<file path="src/rtl/mips_pkg.sv">
// Shared definitions for the fetch PC unit: opcodes, fetch state and the
// prediction-queue entry layout.
package mips_pkg;

    localparam logic [5:0] OP_BZ   = 6'd1;
    localparam logic [5:0] OP_J    = 6'd2;
    localparam logic [5:0] OP_JAL  = 6'd3;
    localparam logic [5:0] OP_BEQ  = 6'd4;
    localparam logic [5:0] OP_BNE  = 6'd5;
    localparam logic [5:0] OP_BLEZ = 6'd6;
    localparam logic [5:0] OP_BGTZ = 6'd7;

    typedef enum logic {
        ST_RUN    = 1'b0,
        ST_BUBBLE = 1'b1
    } fetch_state_t;

    typedef struct packed {
        logic        pred;
        logic [31:0] alt;
    } pred_entry_t;

    // Conditional-branch opcodes tracked by the prediction queue
    function automatic logic is_branch(input logic [5:0] op);
        logic res;
        case (op)
            OP_BZ, OP_BEQ, OP_BNE, OP_BLEZ, OP_BGTZ: res = 1'b1;
            default:                                 res = 1'b0;
        endcase
        return res;
    endfunction

endpackage

</file>
<file path="src/rtl/pred_queue.sv">
// FIFO of in-flight branch predictions. Clear beats push; a push into a full
// queue is accepted only when a pop happens in the same cycle.
module pred_queue
    import mips_pkg::*;
#(
    parameter int QDEPTH = 4
) (
    input  logic        clk,
    input  logic        rst,
    input  logic        push,
    input  pred_entry_t push_data,
    input  logic        pop,
    input  logic        clear,
    output logic        full,
    output logic        empty,
    output pred_entry_t head
);

    localparam int PTR_W = $clog2(QDEPTH);
    localparam int CNT_W = PTR_W + 1;

    pred_entry_t      mem_r [QDEPTH];
    logic [PTR_W-1:0] wr_ptr_r;
    logic [PTR_W-1:0] rd_ptr_r;
    logic [CNT_W-1:0] count_r;
    logic             do_push_s;
    logic             do_pop_s;

    assign full  = (count_r == CNT_W'(QDEPTH));
    assign empty = (count_r == {CNT_W{1'b0}});
    assign head  = mem_r[rd_ptr_r];

    // Qualify requests against occupancy
    always_comb begin
        do_pop_s  = 1'b0;
        do_push_s = 1'b0;
        if (pop && !empty) begin
            do_pop_s = 1'b1;
        end else begin
            do_pop_s = 1'b0;
        end
        if (push && (!full || do_pop_s)) begin
            do_push_s = 1'b1;
        end else begin
            do_push_s = 1'b0;
        end
    end

    // Pointer, count and storage update
    always_ff @(posedge clk) begin
        if (rst) begin
            wr_ptr_r <= {PTR_W{1'b0}};
            rd_ptr_r <= {PTR_W{1'b0}};
            count_r  <= {CNT_W{1'b0}};
            for (int i = 0; i < QDEPTH; i++) begin
                mem_r[i] <= '0;
            end
        end else if (clear) begin
            wr_ptr_r <= {PTR_W{1'b0}};
            rd_ptr_r <= {PTR_W{1'b0}};
            count_r  <= {CNT_W{1'b0}};
        end else begin
            if (do_push_s) begin
                mem_r[wr_ptr_r] <= push_data;
                wr_ptr_r        <= wr_ptr_r + PTR_W'(1);
            end
            if (do_pop_s) begin
                rd_ptr_r <= rd_ptr_r + PTR_W'(1);
            end
            case ({do_push_s, do_pop_s})
                2'b10:   count_r <= count_r + CNT_W'(1);
                2'b01:   count_r <= count_r - CNT_W'(1);
                default: count_r <= count_r;
            endcase
        end
    end

endmodule

</file>
<file path="src/rtl/fetch_pc_unit.sv">
// Fetch PC generator: next-PC selection, branch prediction tracking and
// redirect on mispredict or JR/JALR. Define FETCH_STATS_EN for branch counters.
module fetch_pc_unit
    import mips_pkg::*;
#(
    parameter logic [31:0] RESET_PC = 32'h0000_0000,
    parameter int          QDEPTH   = 4
) (
    input  logic        clk,
    input  logic        rst,
    input  logic        stall,
    input  logic [31:0] instr,
    input  logic        takebr,
    input  logic        takej,
    input  logic        ex_br_valid,
    input  logic        ex_br_taken,
    input  logic        ex_jr_valid,
    input  logic [31:0] ex_jr_target,
    output logic [31:0] pc,
    output logic        if_valid,
    output logic        flush,
    output logic        istaken,
    output logic        q_full,
`ifdef FETCH_STATS_EN
    output logic [31:0] stat_branches,
    output logic [31:0] stat_mispredicts,
`endif
    output logic        underflow_err
);

    logic [31:0]  pc_r;
    logic [31:0]  pc_nxt_s;
    fetch_state_t state_r;
    fetch_state_t state_nxt_s;
    logic         underflow_r;

    logic         isbr_s;
    logic [31:0]  pc4_s;
    logic [31:0]  btgt_s;
    logic [31:0]  jtgt_s;
    logic         run_s;

    logic         q_full_s;
    logic         q_empty_s;
    pred_entry_t  q_head_s;
    pred_entry_t  push_data_s;
    logic         push_s;
    logic         pop_ok_s;
    logic         mispredict_s;
    logic         redirect_s;
    logic [31:0]  redirect_pc_s;
    logic         hold_s;

    assign isbr_s = is_branch(instr[31:26]);
    assign pc4_s  = pc_r + 32'd4;
    assign btgt_s = pc4_s + {{14{instr[15]}}, instr[15:0], 2'b00};
    assign jtgt_s = {pc4_s[31:28], instr[25:0], 2'b00};
    assign run_s  = (state_r == ST_RUN);

    assign pop_ok_s      = ex_br_valid && !q_empty_s;
    assign mispredict_s  = pop_ok_s && (ex_br_taken != q_head_s.pred);
    assign redirect_s    = mispredict_s || ex_jr_valid;
    assign redirect_pc_s = mispredict_s ? q_head_s.alt : ex_jr_target;
    // A pop frees the slot this cycle, so a full queue need not hold fetch
    assign hold_s        = isbr_s && run_s && q_full_s && !pop_ok_s;
    assign push_s        = isbr_s && run_s && !stall && !redirect_s && !hold_s;
    assign push_data_s   = '{pred: takebr, alt: (takebr ? pc4_s : btgt_s)};

    pred_queue #(
        .QDEPTH(QDEPTH)
    ) u_pred_queue (
        .clk      (clk),
        .rst      (rst),
        .push     (push_s),
        .push_data(push_data_s),
        .pop      (ex_br_valid),
        .clear    (redirect_s),
        .full     (q_full_s),
        .empty    (q_empty_s),
        .head     (q_head_s)
    );

    // Next-PC and state selection: redirect > stall > full hold > normal
    always_comb begin
        pc_nxt_s    = pc_r;
        state_nxt_s = state_r;
        if (redirect_s) begin
            pc_nxt_s    = redirect_pc_s;
            state_nxt_s = ST_BUBBLE;
        end else if (stall) begin
            pc_nxt_s    = pc_r;
            state_nxt_s = ST_RUN;
        end else begin
            case (state_r)
                ST_BUBBLE: begin
                    pc_nxt_s    = pc4_s;
                    state_nxt_s = ST_RUN;
                end
                ST_RUN: begin
                    state_nxt_s = ST_RUN;
                    if (hold_s) begin
                        pc_nxt_s = pc_r;
                    end else if (takej) begin
                        pc_nxt_s = jtgt_s;
                    end else if (isbr_s && takebr) begin
                        pc_nxt_s = btgt_s;
                    end else begin
                        pc_nxt_s = pc4_s;
                    end
                end
                default: begin
                    pc_nxt_s    = pc4_s;
                    state_nxt_s = ST_RUN;
                end
            endcase
        end
    end

    // PC, fetch state and sticky underflow flag
    always_ff @(posedge clk) begin
        if (rst) begin
            pc_r        <= RESET_PC;
            state_r     <= ST_RUN;
            underflow_r <= 1'b0;
        end else begin
            pc_r    <= pc_nxt_s;
            state_r <= state_nxt_s;
            if (ex_br_valid && q_empty_s) begin
                underflow_r <= 1'b1;
            end
        end
    end

`ifdef FETCH_STATS_EN
    logic [31:0] stat_branches_r;
    logic [31:0] stat_mispredicts_r;

    // Saturating resolution counters
    always_ff @(posedge clk) begin
        if (rst) begin
            stat_branches_r    <= 32'd0;
            stat_mispredicts_r <= 32'd0;
        end else begin
            if (pop_ok_s && (stat_branches_r != 32'hFFFF_FFFF)) begin
                stat_branches_r <= stat_branches_r + 32'd1;
            end
            if (mispredict_s && (stat_mispredicts_r != 32'hFFFF_FFFF)) begin
                stat_mispredicts_r <= stat_mispredicts_r + 32'd1;
            end
        end
    end

    assign stat_branches    = stat_branches_r;
    assign stat_mispredicts = stat_mispredicts_r;
`endif

    assign pc            = pc_r;
    assign if_valid      = run_s && !rst;
    assign flush         = redirect_s && !rst;
    assign istaken       = ex_br_valid && ex_br_taken && !rst;
    assign q_full        = q_full_s && !rst;
    assign underflow_err = underflow_r;

endmodule
</file>
<file path="config.mk">
export PLATFORM = sky130hd
export DESIGN_NAME = fetch_pc_unit
export DESIGN_NICKNAME = d
export VERILOG_FILES = /design/src/rtl/mips_pkg.sv /design/src/rtl/pred_queue.sv /design/src/rtl/fetch_pc_unit.sv
export SDC_FILE = /design/constraint.sdc
export NUM_CORES = 1
export LEC_CHECK = 0
export BUFFER_PORTS_ARGS = -buffer_cell sky130_fd_sc_hd__buf_2
export CAP_MARGIN = 20
export CORE_AREA = 2 2 195 101
export DETAILED_ROUTE_END_ITERATION = 6
export DIE_AREA = 0 0 197 103
export HOLD_SLACK_MARGIN = 0.08
export MAX_ROUTING_LAYER = met4
export PLACE_DENSITY_LB_ADDON = 0.15
export REMOVE_ABC_BUFFERS = 1
export SETUP_SLACK_MARGIN = 0.05
export SLEW_MARGIN = 20
export SYNTH_ARGS = -nofsm -noshare
export SYNTH_HDL_FRONTEND = slang
export SYNTH_HIERARCHICAL = 1
export SYNTH_SLANG_ARGS = --single-unit
</file>
<file path="constraint.sdc">
create_clock -name clk -period 13.34 [get_ports clk]
set_clock_uncertainty 0.05 [all_clocks]
set_input_delay 3.335 -clock clk [delete_from_list [all_inputs] [get_ports clk]]
set_output_delay 3.335 -clock clk [all_outputs]
set_load 0.005 [all_outputs]
</file>
[Yosys cells after proc, flatten, opt, wreduce, memory -nomap -nowiden]
Memory sizes are Yosys's and may differ from the RTL's. A register that Yosys moved wholly into a read port is not among the register bits.
Index checks and enable logic that the tools add are counted.
Storage, ports and cells
  register bits after elaboration: 41
  RAM bits: 132
  input port bits: 72
  output and inout bits: 37
  word-level logic and storage cells: 80
  memories: 1
Memory list
  u_pred_queue.mem_r: depth 4, width 33, rd ports 1, clocked after Yosys merged registers in 1, wr ports 4, RTL line pred_queue.sv:22  | pred_entry_t mem_r [QDEPTH];
Operators by class
  $add $sub $neg: 6
  eq/ne operators: 11
  muxes and demuxes: 24
  bitwise operators: 1
  reduce and logical (&&, ||, !) cells: 31
Operators with widths (count)
  two-way mux 32 bit: 7
  one-hot mux 32 bit (2 select lines): 1
  two-way mux 33 bit: 1
  OR reduction 33 bit: 1
  adder 32 x 3 -> 32 bit, second input constant: 1
  adder 32 bit: 1
  equality test 6 x 3 -> 1 bit, second input constant: 4
  logical AND 1 bit: 16
  two-way mux 1 bit: 11
  zero test 1 bit: 7
  equality test 6 x 1 -> 1 bit, second input constant: 1
  two-way mux 2 bit: 3
  one-hot mux 3 bit (2 select lines): 1
  OR reduction 5 bit: 1
  adder 2 x 1 -> 2 bit, second input constant: 2
  adder 3 x 1 -> 3 bit, second input constant: 1
  equality test 3 bit, second input constant: 1
  zero test 3 bit: 1
  != test 3 bit, second input constant: 1
  subtractor 3 x 1 -> 3 bit, second input constant: 1
  equality test 2 x 1 -> 1 bit, second input constant: 1
  equality test 2 bit, second input constant: 1
  logical OR 1 bit: 2
  != test 2 x 1 -> 1 bit, second input constant: 1
  other kinds (5): 5

[Logic depth before layout (Yosys ltp)]
Gate-level depths: netlist (run 1).
  word-level depth: 16
  depth in mapped cells: 18
  mapped depth without buffers: 18

[By module]
Netlist (run 1), hierarchy kept.
Modules (own cells, without submodules)
  pred_queue: instances 1, cells an instance 376, area an instance 6163.4 um^2, sequential area each 4144.0 um^2
  fetch_pc_unit: instances 1, cells an instance 711, area an instance 4818.4 um^2, sequential area each 680.7 um^2

[Worst setup path before layout (run 1)]
No wires, ideal clock.
  path kind: input to output
  from: input port ex_br_taken
  to: output port flush
  arrival: 4231 ps
  required time: 9955 ps
  setup slack: 5724 ps
  stages: 5
  path buffers: 1
  cell sequence: xor2_1 > nor2b_1 > nor2_1 > clkbuf_1 > nor2_1
On the way
  word-level cells in the longest chain between the ends: 4
RTL lines
  start: declaration: RTL line fetch_pc_unit.sv:16  | input logic ex_br_taken,
  != test 1 bit: RTL line fetch_pc_unit.sv:61  | assign mispredict_s = pop_ok_s && (ex_br_taken != q_head_s.pred);
  logical AND 1 bit: RTL line fetch_pc_unit.sv:61
  logical OR 1 bit: RTL line fetch_pc_unit.sv:62  | assign redirect_s = mispredict_s || ex_jr_valid;
  logical AND 1 bit: RTL line fetch_pc_unit.sv:159  | assign flush = redirect_s && !rst;
  end: declaration: RTL line fetch_pc_unit.sv:21  | output logic flush,
No other way between the ends.

[Worst setup path in the final report (run 1)]
Ends and elaborated chain as after synthesis.

==> flow_summary_export.csv, run 1 <==
group,metric,value,unit
status,status,"finished clean",
run,max_cap_violations,0,
floorplanning,die_h,103,um
timing,slew_headroom,27.5,%
global_route,first_global_vias,8476,
finish,drive_gt1_share,18.5,%
min_path,holdCritStartpoint,"u_pred_queue/rd_ptr_r[0]",
setup_path,critPathMaxStageDelay,680,ps
timing,final-setup-viol-count,0,
synthesis,ys_top_cells_by_area,"edfxtp_1 (36%), dfxtp_1 (7.8%), and2_1 (7.6%), mux4_2 (6.8%), ha_1 (4.3%)",
timing,fmaxAchievable,118,MHz
clock_network,cts_resized,0,
timing,slew_violations,0,
routing,initialDrtViolationCount,1062,
routing,via_per_inst,6.38,
pwr,leakagePower,4.96,nW
routing,ant_nets,0,
timing,period_share,63.7,%
global_route,grt_max_degree,52,
setup_path,critical_path.cell_chain,"buf_2 > xor2_1 > nor2b_2 > buf_4 > nor2_1 > nor2_1 > buf_2",
routing,wl_per_cell,23.7,um
synthesis,yosys_register_bits,175,
synthesis,syn_area_per_cell,10.1,um2
floorplanning,ios,109,
global_route,antenna_found_initial,0,
routing,wirelength,33900,um
timing,finalCriticalPeriod,8500,ps
timing,setup_tns,0,ps
clock_network,root_buffer,"clkbuf_16",
setup_path,required,9950,ps
synthesis,synth_edf_count,132,
synthesis,yosysTopAreaCell,"edfxtp_1",
place,hpwl,23500,um
min_path,hold_class,"reg2reg",
setup_path,r2r_end,"u_pred_queue/mem_r[1][17]",
pwr,vdd_ir_drop_max,0.0887,mV
synthesis,synth_cell_types,70,
global_route,grtUsageTotal,35.9,%
place,gp_congestion,0.970,
setup_path,cp_max_fo,25,
floorplanning,initial_core_util,58.3,%
clock_network,cts_buffer_depth,2,
timing,tightest_slew,1080,ps
finish,utilization,65.5,%
routing,drc,0,
floorplanning,rows,36,
clock_network,worstSkewPairLatency,440,ps
routing,vias,9122,
clock_network,path_clk_slew,70,ps
synthesis,yosys_most_used_dff,"edfxtp_1",
global_route,grt_pass1_wl,51300,um
setup_path,cp-end-kind,"output pin",
finish,syn2layout_area_growth,12.3,%
finish,nets,1281,
finish,antenna_cells,0,
global_route,grt_remaining_overflow,0,
timing,rsz0062_at_grt,"no",
setup_path,critPathArrivalTime,5110,ps
setup_path,startpoint_type,"primary input",
clock_network,cts_made_buffers,17,
synthesis,yosysWarnings,6,
clock_network,holdBufCountCts,0,
clock_network,postCtsSetupBuffers,0,
clock_network,cts_tree,"done",
setup_path,crit_slowest_cell,"nor2_1",
floorplanning,dieWidth,197,um
floorplanning,core_area,18800,um2
synthesis,ys_seq_area_share,43.9,%
synthesis,synth_top_area_share,36.1,%
pwr,power.density,112,nW/um2
finish,fillers,1564,
synthesis,syn_area,11000,um2
floorplanning,dieArea,20300,um2
clock_network,cts_sinks,175,
setup_path,r2r_setup_slack,7360,ps
timing,hold_viol,0,
synthesis,synthCells,1087,
clock_network,h-tree-depth,4,
min_path,holdPathStages,2,
setup_path,critPathKind,"in2out",
setup_path,r2r_cells,11,
place,io_buffers,108,
routing,first_pass_iters,5,
synthesis,async_flop_share,0,%
[worst max path at each step]
| stage | start | endpoint | slack (ps) |
|---|---|---|---|
| floorplan | ex_br_taken | flush | 5050 |
| global placement | ex_br_taken | flush | 4930 |
| detailed placement | ex_br_taken | flush | 4900 |
| CTS | ex_br_taken | flush | 4890 |
| global route | ex_br_taken | flush | 4740 |
| finish | ex_br_taken | flush | 4840 |
[worst max-delay path, delay by kind of cell]
family / cells / cell delay (ps)
buffers and inverters: 3 / 560
XOR/XNOR: 1 / 170
AND/OR/NAND/NOR: 3 / 1050
[routing by layer]
metal	part of all wire (%)	up-vias	wire length (um)	global-route usage (%)
li1	-	4153	-	-
met1	45	4353	15300	53.2
met2	40	588	13500	48.2
met3	14	28	4800	11.1
met4	0.93	0	317	7.00
met5	0	-	0	-
[flip-flops by register name (all words and copies together) (netlist names), named ones only]
signal                 flops
underflow_err              1
pc                        32
u_pred_queue/mem_r       132
state_r                    1
u_pred_queue/count_r       3
u_pred_queue/rd_ptr_r      2
u_pred_queue/wr_ptr_r      2
[where the power goes]
group          switching, W  total, W  internal (W)
combinational      0.000160  0.000252     0.0000918
sequential        0.0000196  0.000625      0.000605
clock              0.000242  0.000510      0.000268
total              0.000422   0.00139      0.000965
[synth_stat cells (4+ instances only)]
library cell,instances
and2_1,133
edfxtp_1,132
nand2_1,109
nor2_1,71
o21ai_0,67
a21oi_1,54
clkbuf_1,44
dfxtp_1,43
ha_1,38
mux4_2,33
o211ai_1,33
xnor2_1,33
nand3_1,27
xor2_1,26
inv_1,25
a21o_1,24
nand4_1,17
and3_1,15
nor3_1,13
buf_2,12
a311oi_1,10
nand2b_1,10
or3_1,9
a211oi_1,8
a31oi_1,8
nor2b_1,7
a221oi_1,5
buf_4,5
mux2i_1,4
o211a_1,4
o21ai_1,4
o21bai_1,4
o221ai_1,4
[placed cells by master (no fill, tap or decap), types with 5 or more instances in the layout]
| master | count |
|---|---|
| ha_1 | 38 |
| a21o_1 | 24 |
| and3_1 | 15 |
| mux4_2 | 33 |
| edfxtp_1 | 132 |
| clkbuf_16 | 17 |
| o21ai_0 | 67 |
| a211oi_1 | 8 |
| nor3_1 | 13 |
| nand3_1 | 27 |
| o211ai_1 | 33 |
| and2_1 | 133 |
| nor2b_1 | 5 |
| nor2_1 | 71 |
| a21oi_1 | 54 |
| a31oi_1 | 7 |
| or3_1 | 9 |
| inv_1 | 25 |
| nand2b_1 | 9 |
| nand2_1 | 109 |
| xor2_1 | 26 |
| dfxtp_1 | 42 |
| buf_2 | 108 |
| xnor2_1 | 33 |
| nand4_1 | 17 |
| buf_4 | 20 |
| inv_8 | 6 |
| a221oi_1 | 5 |
| a311oi_1 | 10 |
[per-stage QoR]
| step | worst slack [ps] | total power [W] | std cells | hold slack [ps] | cell area, um2 |
|---|---|---|---|---|---|
| floorplan | 5050 | 0.000784 | 1022 | 409 | 10700 |
| global placement | 4930 | 0.000878 | 1397 | 417 | 11700 |
| detailed placement | 4900 | 0.000880 | 1397 | 433 | 11700 |
| CTS | 4890 | 0.00138 | 1429 | 443 | 12300 |
| global route | 4740 | 0.00144 | 1429 | 498 | 12300 |
| finish | 4840 | 0.00139 | 1429 | 454 | 12300 |
[kinds of logic (layout without fill, tap and decap cells)]
kind of cell               count (synthesis)  count (layout)  share of synthesized area (%)
adders and majority gates                 40              40                           4.69
DFF                                      175             175                           43.9
and+or+nand+nor                          431             431                           20.8
xor gates and xnor gates                  59              59                           4.71
buffers and inverters                     90             185                           3.45
muxes                                     39              39                           7.34
AOI/OAI and AO/OA                        253             253                           15.1
[area by class of cell]
class / instances / area [um2] / area share (%)
multi-input combinational: 822 / 5830 / 47.2
sequential: 175 / 4830 / 39.1
timing repair buffer: 128 / 691 / 5.60
clock buffer: 17 / 425 / 3.45
tap: 247 / 309 / 2.51
clock inverter: 15 / 163 / 1.32
inverter: 25 / 93.8 / 0.761
(Power assumes the default switching activity.)
==> run 2: changes to the inputs <==
clock period = 8.3 ns   (was 13.34 ns; I/O delays follow)
==> flow_summary_export.csv, run 2 (synthesis gave the netlist of run 1 again) <==
group,metric,value,unit
global_route,grt_use_met2,48.8,%
finish,nets,1283,
global_route,met1_usage,55.1,%
setup_path,critPathArrivalTime,3720,ps
clock_network,h-tree-depth,4,
global_route,grtUsageTotal,37.0,%
timing,fmaxAchievable,171,MHz
global_route,antenna_found_initial,2,
timing,setup_ws,2450,ps
routing,initialDrtViolationCount,1132,
global_route,use_met3,11.1,%
run,max_cap_violations,0,
floorplanning,core_area,18800,um2
floorplanning,rows,36,
setup_path,required,6180,ps
clock_network,holdBufCountCts,0,
finish,layout_commonest_cell,"and2_1",
routing,vias,9306,
place,dpl-instance-area,11800,um2
clock_network,worstSkewPairLatency,440,ps
finish,largest_reg_flops,132,
clock_network,cts_sinks,175,
floorplanning,ios,109,
finish,syn2layout_area_growth,12.3,%
place,pre_cts_slack,2410,ps
routing,via_per_inst,6.49,
setup_path,cp-end-kind,"output pin",
place,hpwl,23700,um
clock_network,root_buffer,"clkbuf_16",
timing,hold_viol,0,
clock_network,cts_buffer_depth,2,
global_route,grt_pass1_wl,52600,um
timing,slew_violations,0,
floorplanning,initial_core_util,58.3,%
floorplanning,dieArea,20300,um2
finish,utilization,65.5,%
clock_network,cts_made_buffers,17,
routing,drc,0,
setup_path,cp_max_fo,25,
timing,finalCriticalPeriod,5850,ps
setup_path,critPathKind,"in2out",
min_path,hold_class,"reg2reg",
status,status,"finished clean",
finish,fin_area,12300,um2
timing,slew_headroom,30.6,%
timing,rsz0062_at_grt,"no",
clock_network,cts_tree,"done",
routing,wirelength,35000,um
routing,wl_per_cell,24.5,um
timing,setup_tns,0,ps
finish,drive_gt1_share,18.5,%
floorplanning,die_h,103,um
global_route,first_global_vias,8494,
clock_network,postCtsSetupBuffers,0,
routing,first_pass_iters,5,
clock_network,path_clk_slew,70,ps
global_route,grt_remaining_overflow,0,
setup_path,r2r_setup_slack,3150,ps
finish,largest-register,"u_pred_queue/mem_r",
global_route,grt_max_degree,52,
place,gp_congestion,0.999,
timing,period_share,70.4,%
place,io_buffers,108,
pwr,power.density,180,nW/um2
pwr,finalPower,0.00222,W
routing,ant_nets,0,
setup_path,startpoint_type,"primary input",
timing,final-setup-viol-count,0,
pwr,vdd_ir_drop_max,0.151,mV
finish,layout_common_cells,"and2_1 (133), edfxtp_1 (132), nand2_1 (109)",
pwr,leakagePower,4.96,nW
floorplanning,dieWidth,197,um
clock_network,cts_resized,0,
timing,tightest_slew,1040,ps
global_route,grt_busiest_layer,"met1",
## run 2: changes by cell type in the layout (fill, tap and decap cells not counted)
cell,previous run,this run
clkbuf_1,0,2
buf_4,20,22
clkinv_4,3,2
inv_8,6,0
clkinv_2,0,4
bufinv_16,1,2
diode_2,0,2
## run 2: stage by stage
step	cells	hold WS [ps]
after floorplan	1022	409
after CTS	1431	433
after detailed placement	1399	416
after global routing	1433	509
after global placement	1399	418
final	1433	435
## run 2: worst paths after layout
check | from | endpoint | cells past startpoint
worst min-delay path | underflow_err | underflow_err | 2
worst min register to register | underflow_err | underflow_err | 2
worst max register to register | flop | u_pred_queue/mem_r[1][13] | 11
worst max-delay path | ex_br_taken | flush | 8
## run 2: layout make-up
| class | instances | area [um2] |
|---|---|---|
| Fill cell | 1527 | 6490 |
| Multi-Input combinational cell | 822 | 5830 |
| Sequential cell | 175 | 4830 |
| Timing Repair Buffer | 130 | 706 |
| Clock buffer | 19 | 433 |
| Tap cell | 247 | 309 |
| Clock inverter | 13 | 136 |
| Inverter | 25 | 93.8 |
| Antenna cell | 2 | 5.00 |
## run 2: power by group
group          switching, W  internal (W)
registers         0.0000319      0.000974
logic              0.000261      0.000148
clock network      0.000359      0.000445
## run 2: layer usage
metal / routed length (um) / up-vias / part of all wire, %
met4: 495 / 0 / 1.4
met2: 13900 / 649 / 40
met1: 15500 / 4454 / 44
met3: 5140 / 41 / 15
met5: 0 / - / 0
li1: - / 4162 / -
## run 2: critical path, cell delays in order
cell,delay [ps]
buf_2,120
xor2_1,230
nor2b_2,180
buf_4,370
nor2_1,130
buf_4,210
nor2_1,240
buf_2,180
